==> src/rtl/mem_arbiter.sv <==
// Single-ported RAM arbiter between instruction fetch and the data path.
// Data wins arbitration, but a bounded streak guarantees fetch progress.
module mem_arbiter #(
    parameter int WORD_W       = 32,
    parameter int MAX_D_STREAK = 4
) (
    input  logic              CLK,
    input  logic              nRST,
    input  logic              iREN,
    input  logic [WORD_W-1:0] iaddr,
    output logic              iwait,
    output logic [WORD_W-1:0] iload,
    input  logic              dREN,
    input  logic              dWEN,
    input  logic [WORD_W-1:0] daddr,
    input  logic [WORD_W-1:0] dstore,
    output logic              dwait,
    output logic [WORD_W-1:0] dload,
    output logic              ramREN,
    output logic              ramWEN,
    output logic [WORD_W-1:0] ramaddr,
    output logic [WORD_W-1:0] ramstore,
    input  logic [WORD_W-1:0] ramload,
    input  logic              ram_ready
);

    localparam int STREAK_W = $clog2(MAX_D_STREAK + 1);
    localparam logic [STREAK_W-1:0] STREAK_MAX = STREAK_W'(MAX_D_STREAK);

    typedef enum logic [1:0] {IDLE, SERVE_D, SERVE_I} state_t;

    state_t              state;
    logic [STREAK_W-1:0] dStreak;

    logic dReq;
    logic iStarved;
    logic dActive;
    logic iActive;

    assign dReq     = dREN | dWEN;
    assign iStarved = iREN && (dStreak == STREAK_MAX);

    // Gating with nRST makes a reset mid-transaction drop the access immediately.
    assign dActive = nRST && (state == SERVE_D) && dReq;
    assign iActive = nRST && (state == SERVE_I) && iREN;

    always_ff @(posedge CLK) begin
        if (!nRST) begin
            state   <= IDLE;
            dStreak <= '0;
        end else begin
            case (state)
                IDLE: begin
                    if (dReq && !iStarved) begin
                        state <= SERVE_D;
                    end else if (iREN) begin
                        state <= SERVE_I;
                    end
                end
                SERVE_D: begin
                    if (!dReq) begin
                        state <= IDLE;
                    end else if (ram_ready) begin
                        state <= IDLE;
                        if (!iREN) begin
                            dStreak <= '0;
                        end else if (dStreak != STREAK_MAX) begin
                            dStreak <= dStreak + STREAK_W'(1);
                        end
                    end
                end
                SERVE_I: begin
                    if (!iREN) begin
                        state <= IDLE;
                    end else if (ram_ready) begin
                        state   <= IDLE;
                        dStreak <= '0;
                    end
                end
                default: state <= IDLE;
            endcase
        end
    end

    // Outputs are decoded from state so a wait releases in the very cycle the RAM is ready.
    assign ramREN   = (dActive && !dWEN) || iActive;
    assign ramWEN   = dActive && dWEN;
    assign ramaddr  = dActive ? daddr : (iActive ? iaddr : '0);
    assign ramstore = (dActive && dWEN) ? dstore : '0;
    assign dload    = dActive ? ramload : '0;
    assign iload    = iActive ? ramload : '0;
    assign dwait    = dReq && !(dActive && ram_ready);
    assign iwait    = iREN && !(iActive && ram_ready);

endmodule

==> config.mk <==
export PLATFORM = sky130hd
export DESIGN_NAME = mem_arbiter
export DESIGN_NICKNAME = d
export VERILOG_FILES = /design/src/rtl/mem_arbiter.sv
export SDC_FILE = /design/constraint.sdc
export NUM_CORES = 1
export LEC_CHECK = 0
export ABC_AREA = 0
export CAP_MARGIN = 20
export CORE_AREA = 2 2 102 104
export DETAILED_ROUTE_END_ITERATION = 10
export DIE_AREA = 0 0 104 106
export SYNTH_ARGS = -nofsm -noshare
export SYNTH_HDL_FRONTEND = slang
export SYNTH_SLANG_ARGS = --single-unit
==> constraint.sdc <==
create_clock -name CLK -period 3.4 [get_ports CLK]
set_input_delay 0.68 -clock CLK [delete_from_list [all_inputs] [get_ports CLK]]
set_output_delay 0.68 -clock CLK [all_outputs]
set_load 0.02 [all_outputs]
---- Word-level counts from Yosys, hierarchy flattened ----
Index checks and enable logic that the tools add are counted.
operators by class
  $add $sub $neg .......................... 1
  equality and inequality tests ........... 10
  muxes and demuxes ....................... 18
  bitwise logic cells ..................... 1
  reductions and logical operators ........ 20
operators by type and width
  kind                   number
  $mux W32               5
  $mux W3                6
  $logic_and A1 B1 Y1    12
  $mux W2                5
  $ne A2 B2 Y1 const B   4
  $ne A3 B3 Y1 const B   2
  $pmux W2 S3            1
  $pmux W3 S2            1
  $reduce_and A6 Y1      1
  $logic_not A1 Y1       4
  $add A3 B1 Y3 const B  1
  $eq A3 B3 Y1 const B   1
  $ne A3 B2 Y1 const B   1
  $eq A2 B1 Y1 const B   1
  $eq A2 B2 Y1 const B   1
  $logic_not A2 Y1       1
  $reduce_bool A2 Y1     1
  $logic_or A1 B1 Y1     1
  $or A1 B1 Y1           1
storage, ports and cells
  register bits ........................... 5
  input port bits ......................... 134
  output and inout bits ................... 132
  word-level logic and storage cells ...... 52

---- Longest topological paths before layout ----
  depth in word-level cells ............... 6
  depth in mapped cells ................... 7
  gate-level depth less buffers ........... 6

---- Worst setup path after synthesis ----
No wires, ideal clock.
  path type ............................... input-to-output
  from .................................... in dWEN
  to ...................................... out dwait
  arrival ................................. 1.805 ns
  path slack .............................. 0.915 ns
  stages .................................. 6
  path buffers ............................ 3
  path through ............................ buf_6 -> o21ba_4 -> and3_4 -> buf_6 -> clkbuf_1 -> a21oi_1
between the ends
  word-level cells in the longest chain between the ends .. 5
RTL lines
  what                     RTL line  source
  start, declared          14        input logic dWEN,
  $or A1 B1 Y1 (*)         40        assign dReq = dREN | dWEN;
  $logic_and A1 B1 Y1      44        assign dActive = nRST && (state == SERVE_D) && dReq;
  $logic_and A1 B1 Y1      92        assign dwait = dReq && !(dActive && ram_ready);
  $logic_not A1 Y1         92
  $logic_and A1 B1 Y1 (*)  92
  end, declared            17        output logic dwait,
Every way passes the cells marked *; elsewhere a longest branch is shown, timed or not.

---- Worst setup path after layout ----
  from .................................... in dREN
  to ...................................... out ramstore[5]
between the ends
  word-level cells in the longest chain between the ends .. 4
RTL lines
  what                 RTL line  source
  start, declared      13        input logic dREN,
  $or A1 B1 Y1         40
  $logic_and A1 B1 Y1  44
  $logic_and A1 B1 Y1  89        assign ramstore = (dActive && dWEN) ? dstore : '0;
  $mux W32             89
  end, declared        22        output logic [WORD_W-1:0] ramstore,
No other way between the ends.

==> flow_summary_export.csv <==
group,metric,value,unit
power_and_ir_drop,power_density,127.4,mW/mm2
logic_synthesis,syn_nets,328,
power_and_ir_drop,internal_power,372.3,uW
logic_synthesis,yosysSeqAreaShare,7.428,%
drt,antenna_left,0,
grt,antenna_found_initial,0,
timing,worst_pin_slew,383.5,ps
logic_synthesis,synth_common_cells,"65 x and2_1, 33 x and3_1, 32 x a22o_1, 12 x clkbuf_1, 7 x inv_1",
power_and_ir_drop,swShare,30.45,%
worst_setup_path,arrival,2630,ps
logic_synthesis,syn-instance-count,192,
timing,rsz0062_at_grt,"false",
worst_setup_path,crit_path_max_fanout,41,
finish,drive_above_1_share,4.036,%
logic_synthesis,ys_types,28,
die,die_w,104,um
die,start_util,13.48,%
worst_setup_path,start_kind,"input port",
die,core_area,0.01000,mm2
power_and_ir_drop,p_leak,0.001694,uW
flow_run,maxCapViolCount,0,
power_and_ir_drop,p_clk_share,20.5,%
power_and_ir_drop,pwr-share-comb,67.7,%
grt,gr-total-overflow,0,
clock_network,hold_buffers,0,
grt,grt_max_degree,42,
logic_synthesis,synth_seq_cells,5,
worst_setup_path,end_kind,"output pin",
placement,dp_hpwl,7399,um
placement,port_buffers,265,
drt,wirelength,8624,um
timing,post-route-period-util,97.43,%
drt,num_vias,2371,
finish,final_cell_area,0.004202,mm2
timing,fmaxAchievable,301.9,MHz
drt,firstDrtPassIters,4,
timing,finalMaxSlewViolations,0,
placement,dpl_cell_area,0.004156,mm2
finish,fillerInstances,1043,
clock_network,cts_max_level,1,
logic_synthesis,yosysMostFrequentCell,"and2_1",
grt,grt_usage,14.13,%
timing,setup_ws,87.40,ps
clock_network,cts_buffers,3,
clock_network,path_clk_slew,40,ps
timing,hold_viol_final,0,
logic_synthesis,yosys_warnings,0,
timing,max_slew_margin,73.77,%
run_status,outcome,"completed",
logic_synthesis,yosysTopAreaCell,"and2_1",
timing,fin_setup_tns,0,ps
logic_synthesis,ys_top_cells_by_area,"and2_1 30%, a22o_1 21%, and3_1 15%",
placement,gp_congestion,0.8127,
clock_network,cts_root_buf,"clkbuf_8",
logic_synthesis,netlist_area,0.001348,mm2
die,die_height,106,um
clock_network,post-cts-setup-buffers,0,
power_and_ir_drop,sequentialPowerShare,11.9,%
clock_network,post_cts_resized,0,
worst_setup_path,crit_required,2720,ps
power_and_ir_drop,ir_drop,0.2340,mV
drt,drc,0,
finish,area_growth,211.8,%
clock_network,cts_tree,"built",
logic_synthesis,synth_edf_count,0,
drt,drt-vias-per-instance,4.074,
die,die_area,0.01102,mm2
drt,wire_per_inst,14.82,um
logic_synthesis,ys.flop_type,"dfxtp_1",
clock_network,cts.path.max_buffers,2,
clock_network,insertion_delay,220,ps
timing,setup_violations,0,
power_and_ir_drop,switchingPower,163.0,uW
timing,skew,3.588,ps
clock_network,clock-sinks,5,
die,ioPinCount,266,
hold_path,hold_path.class,"reg2reg",
finish,nNetsFinal,583,
die,row_count,37,
logic_synthesis,syn_avg_cell_area,7.018,um2
timing,layout_min_cycle_time,3313,ps
grt,grt_pass1_vias,2316,
finish,diodes,0,
drt,drt-initial-drc-count,91,
grt,grt_pass1_wl,12720,um
logic_synthesis,async_flop_share,0,%
logic_synthesis,synth_top_area_share,30.18,%
worst_setup_path,critPathKind,"in2out",
placement,dp_slack,74.50,ps
==> critical path, cell delays in order <==
cell and delay [ps]:
clkdlybuf4s50_1 500, o21ba_4 170, and3_4 270, buf_12 210, and3_1 180, clkdlybuf4s50_1 610
==> layer usage <==
metal / vias to the layer above / track usage (%) / share of wire, %
li1: 1190 / - / -
met1: 1051 / 16.95 / 41
met2: 125 / 26.32 / 51
met3: 5 / 3.495 / 8.4
met4: 0 / 1.351 / 0.27
met5: - / 0 / 0
==> metrics by stage <==
step	power [uW]	std cells	utilization [%]	hold slack, ps
after floorplan	178.9	192	-	467.7
after global placement	426.5	578	41.57	497.8
after detailed placement	428.0	578	41.57	512.2
after CTS	541.8	582	42.02	515.6
after global routing	565.6	582	42.02	557.6
final	535.3	582	42.02	514.4
==> cell type report <==
cell class / instances / area [um2] / share of cell area [%]
flip-flops and latches: 5 / 100.1 / 2.382
well taps: 136 / 170.2 / 4.050
multi-input cells: 158 / 1102 / 26.24
inverters: 7 / 26.28 / 0.6254
repair buffers: 272 / 2758 / 65.63
clock buffers: 4 / 45.04 / 1.072
==> state kept, by name (all words and copies together) (netlist names) <==
name     cells
state        2
dStreak      3
==> worst paths after layout <==
path / startpoint / end / slack (ps) / cells after the start
worst min-delay path: dStreak[0] / dStreak[0] / 510 / 2
worst max-delay path: dREN / ramstore[5] / 90 / 6
worst min register to register: dStreak[0] / dStreak[0] / 510 / 2
worst max register to register: dStreak[0] / dStreak[2] / 1950 / 6
==> kinds of logic after synthesis <==
group	after synthesis	synth area share [%]
buffers and inverters	29	10.86
AND/OR/NAND/NOR	110	50.32
AO/OA/AOI/OAI	45	28.78
adder cells (fa/ha/maj)	2	1.857
multiplexers	1	0.7428
flip-flops	5	7.428
==> placed cells by master (no fill, tap or decap), types with 2 or more instances in the layout <==
cell type        netlist  final
a22o_1                32     32
and2_1                65     65
and3_1                33     32
buf_12                 0      5
buf_4                  0      6
clkbuf_8               0      3
clkdlybuf4s50_1        0    261
dfxtp_1                5      5
ha_1                   2      2
inv_1                  7      7
nand2_1                4      4
nand3_1                3      3
nor2_1                 2      2
o211ai_1               2      2
==> power by group through the flow <==
stage                     Combinational, uW  Clock, uW  Sequential (uW)
after global placement                  362          0             64.3
after floorplan                         115          0             63.8
final                                   362        109             63.6
after detailed placement                364          0             64.4
after CTS                               365        113             63.5
after global routing                    384        117             63.9
No activity file was read; power rests on OpenSTA's default activity.
